### src/rtl/pc_stack_if.sv
// pc_stack_if: control-unit side of the program counter / return stack.
interface pc_stack_if #(
  parameter int ADDRRAM_WIDTH = 10,
  parameter int STACK_DEPTH   = 8
);
  logic                               ena_i;
  logic [2:0]                         op_i;
  logic [ADDRRAM_WIDTH-1:0]           target_i;
  logic                               clear_err_i;
  logic [ADDRRAM_WIDTH-1:0]           pc_o;
  logic [ADDRRAM_WIDTH-1:0]           tos_o;
  logic [$clog2(STACK_DEPTH+1)-1:0]   depth_o;
  logic                               full_o;
  logic                               empty_o;
  logic                               overflow_o;
  logic                               underflow_o;
  modport master (output ena_i, op_i, target_i, clear_err_i,
                  input  pc_o, tos_o, depth_o, full_o, empty_o, overflow_o, underflow_o);
  modport slave  (input  ena_i, op_i, target_i, clear_err_i,
                  output pc_o, tos_o, depth_o, full_o, empty_o, overflow_o, underflow_o);
endinterface

### src/rtl/pc_stack.sv
// pc_stack: program counter with increment, jump, branch and a LIFO return-address stack.
module pc_stack #(
  parameter int ADDRRAM_WIDTH = 10,
  parameter int STACK_DEPTH   = 8,
  parameter int RESET_ADDR    = 0,
  parameter int INC_STEP      = 1
) (
  input logic       clock_i,
  input logic       nreset_i,
  pc_stack_if.slave bus
);
  localparam int W  = ADDRRAM_WIDTH;
  localparam int DW = $clog2(STACK_DEPTH + 1);
  localparam int PW = $clog2(STACK_DEPTH);
  typedef enum logic [2:0] {HOLD, INC, JUMP, BRANCH, CALL, RET, RST, RSV} op_t;
  logic [W-1:0]  pc_q, pc_d, ret_addr, tos;
  logic [DW-1:0] depth_q, depth_d;
  logic          ovf_q, ovf_d, udf_q, udf_d, full, empty, push, call, ret;
  logic [W-1:0]  stack_q [STACK_DEPTH];
  assign full     = depth_q == DW'(STACK_DEPTH);
  assign empty    = depth_q == '0;
  assign tos      = empty ? '0 : stack_q[PW'(depth_q - 1'b1)];
  assign ret_addr = pc_q + W'(INC_STEP);
  assign call     = bus.ena_i && bus.op_i == CALL;
  assign ret      = bus.ena_i && bus.op_i == RET;
  assign push     = call && !full;
  // a flagged error always wins over a simultaneous clear
  assign ovf_d    = (call && full) || (ovf_q && !bus.clear_err_i);
  assign udf_d    = (ret && empty) || (udf_q && !bus.clear_err_i);
  always_comb begin
    pc_d    = pc_q;
    depth_d = depth_q;
    if (bus.ena_i)
      case (op_t'(bus.op_i))
        INC:     pc_d = ret_addr;
        JUMP:    pc_d = bus.target_i;
        BRANCH:  pc_d = pc_q + bus.target_i;
        CALL:    if (!full) begin
                   pc_d    = bus.target_i;
                   depth_d = depth_q + 1'b1;
                 end
        RET:     if (!empty) begin
                   pc_d    = tos;
                   depth_d = depth_q - 1'b1;
                 end
        RST:     begin
                   pc_d    = W'(RESET_ADDR);
                   depth_d = '0;
                 end
        default: ;
      endcase
  end
  always_ff @(posedge clock_i or negedge nreset_i)
    if (!nreset_i) begin
      pc_q    <= W'(RESET_ADDR);
      depth_q <= '0;
      ovf_q   <= 1'b0;
      udf_q   <= 1'b0;
    end else begin
      pc_q    <= pc_d;
      depth_q <= depth_d;
      ovf_q   <= ovf_d;
      udf_q   <= udf_d;
    end
  always_ff @(posedge clock_i)
    if (push) stack_q[PW'(depth_q)] <= ret_addr;
  assign bus.pc_o        = pc_q;
  assign bus.tos_o       = tos;
  assign bus.depth_o     = depth_q;
  assign bus.full_o      = full;
  assign bus.empty_o     = empty;
  assign bus.overflow_o  = ovf_q;
  assign bus.underflow_o = udf_q;
endmodule

### src/flat_wrapper.sv
// flat-port wrapper written by rule: the top's interface ports become plain ports
module pc_stack_flat 
#(
  parameter int ADDRRAM_WIDTH = 10,
  parameter int STACK_DEPTH   = 8,
  parameter int RESET_ADDR    = 0,
  parameter int INC_STEP      = 1
)
  (clock_i, nreset_i, bus_ena_i, bus_op_i, bus_target_i, bus_clear_err_i, bus_pc_o, bus_tos_o, bus_depth_o, bus_full_o, bus_empty_o, bus_overflow_o, bus_underflow_o);
  pc_stack_if #(.ADDRRAM_WIDTH(ADDRRAM_WIDTH), .STACK_DEPTH(STACK_DEPTH)) bus_i ();
  input logic clock_i;
  input logic nreset_i;
  input wire logic [$bits(bus_i.ena_i)-1:0] bus_ena_i;
  input wire logic [$bits(bus_i.op_i)-1:0] bus_op_i;
  input wire logic [$bits(bus_i.target_i)-1:0] bus_target_i;
  input wire logic [$bits(bus_i.clear_err_i)-1:0] bus_clear_err_i;
  output wire logic [$bits(bus_i.pc_o)-1:0] bus_pc_o;
  output wire logic [$bits(bus_i.tos_o)-1:0] bus_tos_o;
  output wire logic [$bits(bus_i.depth_o)-1:0] bus_depth_o;
  output wire logic [$bits(bus_i.full_o)-1:0] bus_full_o;
  output wire logic [$bits(bus_i.empty_o)-1:0] bus_empty_o;
  output wire logic [$bits(bus_i.overflow_o)-1:0] bus_overflow_o;
  output wire logic [$bits(bus_i.underflow_o)-1:0] bus_underflow_o;
  assign bus_i.ena_i = bus_ena_i;
  assign bus_i.op_i = bus_op_i;
  assign bus_i.target_i = bus_target_i;
  assign bus_i.clear_err_i = bus_clear_err_i;
  assign bus_pc_o = bus_i.pc_o;
  assign bus_tos_o = bus_i.tos_o;
  assign bus_depth_o = bus_i.depth_o;
  assign bus_full_o = bus_i.full_o;
  assign bus_empty_o = bus_i.empty_o;
  assign bus_overflow_o = bus_i.overflow_o;
  assign bus_underflow_o = bus_i.underflow_o;
  pc_stack #(.ADDRRAM_WIDTH(ADDRRAM_WIDTH), .STACK_DEPTH(STACK_DEPTH), .RESET_ADDR(RESET_ADDR), .INC_STEP(INC_STEP)) u_core (.clock_i(clock_i), .nreset_i(nreset_i), .bus(bus_i));
endmodule
### config.mk
export PLATFORM = sky130hd
export DESIGN_NAME = pc_stack_flat
export DESIGN_NICKNAME = d
export VERILOG_FILES = /design/src/rtl/pc_stack_if.sv /design/src/rtl/pc_stack.sv /design/src/flat_wrapper.sv
export SDC_FILE = /design/constraint.sdc
export NUM_CORES = 1
export LEC_CHECK = 0
export ABC_CLOCK_PERIOD_IN_PS = 3200
export BUFFER_PORTS_ARGS = -buffer_cell sky130_fd_sc_hd__buf_2
export CORE_UTILIZATION = 54
export CTS_CLUSTER_SIZE = 24
export DETAILED_ROUTE_END_ITERATION = 16
export GPL_ROUTABILITY_DRIVEN = 0
export PLACE_DENSITY = 0.76
export SLEW_MARGIN = 20
export SYNTH_ARGS = -nofsm -noshare
export SYNTH_HDL_FRONTEND = slang
export SYNTH_SLANG_ARGS = --single-unit
### constraint.sdc
create_clock -name clock_i -period 3.2 [get_ports clock_i]
set_clock_uncertainty 0.2 [all_clocks]
set_input_delay 0.16 -clock clock_i [delete_from_list [all_inputs] [get_ports clock_i]]
set_output_delay 0.16 -clock clock_i [all_outputs]
set_load 0.01 [all_outputs]
Word level (Yosys, flattened, before mapping):

Memory sizes are Yosys's and may differ from the RTL's.
Cells that the tools add are included.

* equality and inequality tests: 9
* muxes and demuxes: 9
* reduce and logical (&&, ||, !) cells: 16
* add/sub/neg operators: 4

Operators with widths (count)
* $pmux 10 s6: 1
* $mux 10: 3
* $pmux 4 s3: 1
* $add 10x1->10 const B: 1
* $add 10x10->10: 1
* $eq 3x3->1 const B: 3
* $mux 4: 2
* $reduce_and 4->1: 2
* $logic_and 1x1->1: 7
* $eq 3x2->1 const B: 2
* $reduce_bool 6->1: 1
* $add 4x1->4 const B: 1
* $eq 4x4->1 const B: 1
* $logic_not 4->1: 1
* $ne 2x2->1 const B: 2
* $sub 4x1->4 const B: 1
* $eq 3x1->1 const B: 1
* $reduce_bool 3->1: 1
* $logic_not 1->1: 2
* $logic_or 1x1->1: 2
* $mux 1: 2

* input bits: 17
* memories kept: 1
* memory bits (writable): 80
* output and inout port bits: 28
* register bits after elaboration: 16

Memory list
* u_core.stack_q: depth 8, bits a word 10, read ports 1, clocked after Yosys merged registers in 0, wr ports 1, line pc_stack.sv:19 `logic [W-1:0] stack_q [STACK_DEPTH];`

Longest topological paths before layout:

* depth in word-level cells: 5
* depth in mapped cells: 12

Worst setup path after synthesis:

No wires, ideal clock.

* path type: register to register
* from: register u_core.depth_q[0], in the netlist u_core.bus.depth_o[0]
* to: memory u_core.stack_q[0][0] in the netlist's numbering, enable pin
* buffers on the path: 4
* path slack: -0.143 ns
* cell stages (with the launch flop): 11
* required time: 2.610 ns
* setup time: 0.390 ns
* data arrival time: 2.753 ns
* period minus slack after synthesis: 3.343 ns
* cells stage by stage: dfrtp_1 > buf_4 > buf_1 > inv_1 > ha_1 > buf_4 > and3b_1 > buf_2 > nor2_1 > nand2_1 > nor3_1

* word-level cells in the longest chain between the ends: 5

RTL lines
* start: declaration: line pc_stack.sv:17 `logic [DW-1:0] depth_q, depth_d;`
* start signal: assignment: line pc_stack.sv:61 `depth_q <= depth_d;`
* $eq 4x4->1: line pc_stack.sv:20 `assign full = depth_q == DW'(STACK_DEPTH);`
* named net bus_full_o: line flat_wrapper.sv:20 `output wire logic [$bits(bus_i.full_o)-1:0] bus_full_o;`
* $logic_not 1->1: line pc_stack.sv:26 `assign push = call && !full;`
* $logic_and 1x1->1: line pc_stack.sv:26
* $mux 1: line pc_stack.sv:66 `if (push) stack_q[PW'(depth_q)] <= ret_addr;`
* $mux 1 (not written as such): line pc_stack.sv:66
* end: declaration: line pc_stack.sv:19

The timed path passes the listed nets, and every way through them passes these cells.

Final worst setup path:

* from: register u_core.depth_q[1], in the netlist u_core.bus.depth_o[1]
* to: output bus_tos_o[2]

* word-level cells in the longest chain between the ends: 3
* elaborated cells between the ends (all ways): 4
* those cells by class: add/sub: 1; mux: 1; reduce/logical: 1; memory: 1

RTL lines
* $sub 4x1->4: line pc_stack.sv:22 `assign tos = empty ? '0 : stack_q[PW'(depth_q - 1'b1)];`
* $mem_v2 8x10
* $mux 10 *: line pc_stack.sv:22
* end: declaration: line flat_wrapper.sv:18 `output wire logic [$bits(bus_i.tos_o)-1:0] bus_tos_o;`

Mark *: on every way between the ends. The rest lies on a longest branch, timed or not.

==> metrics.sh <==
DIE_WIDTH_UM=97.50
FINAL_HOLD_VIOL_COUNT=0
CELL_INTERNAL_POWER_mW=2.731
HP-CLASS='primary input to flop'
GRT_START_MAX_NET_PINS=33
ARRIVAL_PS=2560
FINAL-SETUP-VIOL-COUNT=0
ROW_COUNT=34
TIMING.MAX_SLEW.REL_SLACK_PCT=52.37
HTREEDEPTH=3
TIMING.CRITICAL_PATH.MAX_DELAY_FAMILY='buffers and inverters'
CRITPATHKIND='flop to primary output'
PWR-SHARE-SEQ_PCT=37.4
SYNTH_XOR_XNOR_AREA_SHARE_PCT=3.023
WORST_SETUP_PATH_START_KIND='flop'
CLOCK_SINKS=96
IOS=45
FINAL_CELL_COUNT_NO_FILL=564
MULTI_INPUT_AREA_SQ_UM=1987
POWER.SHARE.CLOCK_PCT=17.3
CLOCKROOTBUFFER='sky130_fd_sc_hd__clkbuf_8'
PLACE.PORT_BUFFERS=44
DETAILEDPLACE.WORSTSLACK_PS=528.4
SYNTHTOLAYOUTAREAGROWTH_PCT=13.77
COMB_POWER_SHARE_PCT=45.3
DESIGN.CORE.AREA_SQ_UM=8763
ANTENNA_CELLS=0
CLOCK_PATH_BUFFERS=2
GR-USAGE-MET2_PCT=40.13
CP_NUM_BUF_INV=3
NETLIST_TOP_CELLS_AREA='sky130_fd_sc_hd__edfxtp_1, sky130_fd_sc_hd__dfrtp_1, sky130_fd_sc_hd__mux4_2, sky130_fd_sc_hd__mux4_1, sky130_fd_sc_hd__ha_1'
FINAL_ANTENNA_NET_COUNT=0
CTS_TREE='done'
CTS_SETUP_BUFFERS=0
GRT_UTIL_MET1_PCT=36.66
POST-ROUTE-DRC-COUNT=0
COMBINATIONAL_FAMILY_WITH_THE_MOST_AREA_AFTER_SYNTHESIS='compound AO/OA/AOI/OAI gates'
CP_SLOWEST_CELL='sky130_fd_sc_hd__dfrtp_1'
IRDROPWORSTVDD_mV=0.4663
GR-USAGE-ALL-LAYERS_PCT=25.73
YOSYSWARNINGS=0
SYN_AREA_PER_CELL_SQ_UM=12.73
VIAS_IN_THE_FIRST_GLOBAL_ROUTE=3412
VIAS_PER_CELL=6.277
MET3_GLOBAL_ROUTE_USAGE_PCT=4.748
SYNTH_AREA_LEADER_CELL='sky130_fd_sc_hd__edfxtp_1'
SYNTH.AREA.MUX_SHARE_PCT=10.21
TIMING.CRITICAL_PATH.CELLS='inv_1 > ha_1 > buf_4 > mux4_2 > and2_1 > a211oi_2 > a31oi_1 > buf_2'
FINALCRITPERIODSHARE_PCT=91.37
GLOBALROUTE.BUSIESTLAYER='met2'
NETSWITCHINGFRACTION_PCT=40.20
VIA_COUNT=3540
CRIT_PATH_MAX_INCR_DELAY_PS=500
SYNTH_TOP_FLOP_CELL='sky130_fd_sc_hd__edfxtp_1'
SETUP_CRIT_END_KIND='primary output'
FIN_NETS=481
DETAILEDPLACEMENTHPWL_MM=8.299
DRT_FIRST_PASS_ITERS=7
PLACED_CELLS_INCL_TAPS=541
FILLER_CELL_COUNT=634
PERIOD_MINUS_SLACK_PS=2924
SYNTH_AREA_SQ_UM=4925
DRV.MAX_CAP_VIOLATION_COUNT=0
SYNTH.NET_COUNT=417
POSTSYNTH.ASYNCRESETSHARE_PCT=16.67
YOSYSUNIQUECELLTYPES=53
SYNTHADDERAREAFRAC_PCT=3.862
FLOORPLAN.INITIALDENSITY_PCT=56.20
COUNT_OF_FLIP_FLOPS_WITH_A_BUILT_IN_ENABLE_AFTER_SYNTHESIS=80
GRT-OVFL-TOTAL=0
FLOORPLAN.DIE.HEIGHT_UM=97.50
FINAL_WIRELENGTH_MM=11.69
SLEW_VIOL_FINAL=0
AREA_AFTER_DETAILED_PLACEMENT_SQ_UM=5336
DIE_AREA_SQ_UM=9505
DRT-INITIAL-DRC-COUNT=344
SYNTH-SIMPLE-AREA-SHARE_PCT=10.21
NET-SWITCHING-POWER_mW=1.836
RUN_STATUS='finished, final reports clean'
POSTLAYOUTCELLAREA_SQ_UM=5603
SYNTH_TOP_AREA_SHARE_PCT=48.78
YS_SEQ_ELEMENTS=96
CLOCK_PIN_SLEW_REPORTED_FOR_THE_WORST_SETUP_AND_HOLD_PATHS_AFTER_CLOCK_TREE_SYNTHESIS_PS=120
POWER.STATIC_LEAKAGE_nW=2.086
FIN_UTIL_PCT=63.93
NUMBER_OF_BUFFERS_CREATED_BY_CTS=9
CRITICAL_PATH.MAX_FANOUT=8
GRT_ANTENNA_BEFORE_REPAIR=0
FMAXACHIEVABLE_MHz=342.0
SYNTH_COMPOUND_AREA_SHARE_PCT=13.03
DRIVE_ABOVE_1_SHARE_PCT=21.27
POST_DRT_WL_PER_CELL_UM=20.73
SEQUENTIAL_CELL_AREA_SQ_UM=2803
POWER_DENSITY_nW_PER_UM2=815.0
SYNTH-SEQ-AREA-SHARE_PCT=56.91
REQUIRED_PS=2840
FINAL_CRITICAL_PATH_SETUP_SLACK_PS=276.2
RSZ_0062_RAISED_AFTER_GLOBAL_ROUTING='no'
POSTSYNTHCELLCOUNT=387
WORSTMARGINPINSLEW_PS=709.3
GRT_FIRST_PASS_WIRELENGTH_MM=18.59
CLOCK_LATENCY_PS=380
state kept, by name, indices dropped and copies added, names as in the netlist:
| signal | flops |
|---|---|
| u_core.bus.depth_o | 4 |
| u_core.bus.underflow_o | 1 |
| u_core.bus.overflow_o | 1 |
| u_core.stack_q | 80 |
| u_core.bus.pc_o | 10 |
placed cells by master, fill, tap and decap left out, drive strengths merged, types with 2 or more instances in the layout:
cell / n
edfxtp: 80
buf: 63
nor2: 30
o21ai: 30
nand2: 27
a21oi: 26
mux4: 20
inv: 18
dfrtp: 16
nand3: 13
nor3: 13
ha: 12
xnor2: 11
clkbuf: 9
a221oi: 9
dlygate4sd3: 7
a211oi: 7
xor2: 6
nand2b: 6
and3: 5
a31oi: 4
nor4: 3
mux2i: 3
a21o: 3
o211ai: 3
o21bai: 3
nor2b: 2
and2: 2
a22o: 2
maj3: 2
o22ai: 2
o41ai: 2
path summary, 6_finish.rpt:
| path | startpoint | endpoint | slack, ps | depth (start not counted) |
|---|---|---|---|---|
| max | u_core.bus.depth_o[1]$_DFFE_PN0P_ | bus_tos_o[2] | 280 | 8 |
| min reg2reg | u_core.bus.pc_o[9]$_DFFE_PN0P_ | u_core.bus.pc_o[9]$_DFFE_PN0P_ | 380 | 1 |
| min | bus_target_i[7] | u_core.bus.pc_o[7]$_DFFE_PN0P_ | 40 | 3 |
| min in group asynchronous | nreset_i | u_core.bus.depth_o[1]$_DFFE_PN0P_ | 50 | 2 |
| max in group asynchronous | nreset_i | u_core.bus.pc_o[2]$_DFFE_PN0P_ | 2470 | 2 |
| max reg2reg | u_core.bus.depth_o[1]$_DFFE_PN0P_ | u_core.bus.pc_o[7]$_DFFE_PN0P_ | 460 | 8 |
layout make-up:
type | count | area share (%)
Clock buffer | 9 | 2.211
Timing Repair Buffer | 70 | 7.727
Clock inverter | 7 | 1.295
Sequential cell | 96 | 50.02
Inverter | 13 | 0.8709
Tap cell | 108 | 2.412
Multi-Input combinational cell | 261 | 35.46
metrics by stage:
stage          hold WS (ps)  total power, mW  setup TNS (ps)
4_1_cts               21.56            4.555               0
6_report              35.93            4.566               0
3_5_place_dp         -106.3            3.762               0
5_1_grt               47.68            4.821               0
2_1_floorplan        -335.6            3.075           -2867
3_3_place_gp         -108.7            3.723               0
power groups by stage:
stage	combinational [mW]	clock [mW]	sequential, mW
2_1_floorplan	1.33	0	1.74
3_3_place_gp	2.00	0	1.73
3_5_place_dp	2.03	0	1.73
4_1_cts	2.05	0.798	1.70
5_1_grt	2.24	0.852	1.73
6_report	2.07	0.791	1.71
worst reg2reg max path, cell delays in order (launching register included):
cell and delay (ps):
sky130_fd_sc_hd__dfrtp_1 500, sky130_fd_sc_hd__inv_1 150, sky130_fd_sc_hd__ha_1 240, sky130_fd_sc_hd__and3b_1 310, sky130_fd_sc_hd__o211ai_1 250, sky130_fd_sc_hd__nand3_1 420, sky130_fd_sc_hd__a21oi_1 290, sky130_fd_sc_hd__nor2_1 70
sky130_fd_sc_hd__a221oi_1 210
cell families (layout without fill, tap and decap cells):
kind of cell               after synthesis  in the layout
and+or+nand+nor                        106            106
AOI/OAI and AO/OA                      100            100
DFF                                     96             96
buffers and inverters                   30             99
muxes                                   23             23
xor gates and xnor gates                17             17
adders and majority gates               15             15
timing repair:
action,in CTS,in global routing
hold buffers,7,0
hold endpoints to repair,22,0
gates resized for setup,0,0
per-layer routing:
layer  part of all wire, %  up-vias  wire, um
met3                   7.3       26       859
met2                    47      163      5525
met1                    43     1708      5040
li1                      -     1643         -
met5                     0        -         0
met4                   2.3        0       265
synthesized netlist by cell type (6+ instances only):
cell,instances
sky130_fd_sc_hd__mux4_2,14
sky130_fd_sc_hd__xnor2_1,11
sky130_fd_sc_hd__buf_2,6
sky130_fd_sc_hd__nand2_1,27
sky130_fd_sc_hd__a221oi_1,8
sky130_fd_sc_hd__xor2_1,6
sky130_fd_sc_hd__inv_1,13
sky130_fd_sc_hd__nand3_1,13
sky130_fd_sc_hd__nor2_1,30
sky130_fd_sc_hd__o21ai_0,27
sky130_fd_sc_hd__mux4_1,6
sky130_fd_sc_hd__a21oi_1,26
sky130_fd_sc_hd__edfxtp_1,80
sky130_fd_sc_hd__nand2b_1,6
sky130_fd_sc_hd__dfrtp_1,16
sky130_fd_sc_hd__nor3_1,13
sky130_fd_sc_hd__ha_1,12
sky130_fd_sc_hd__a211oi_1,6
Power figures use the tool's default switching activity.
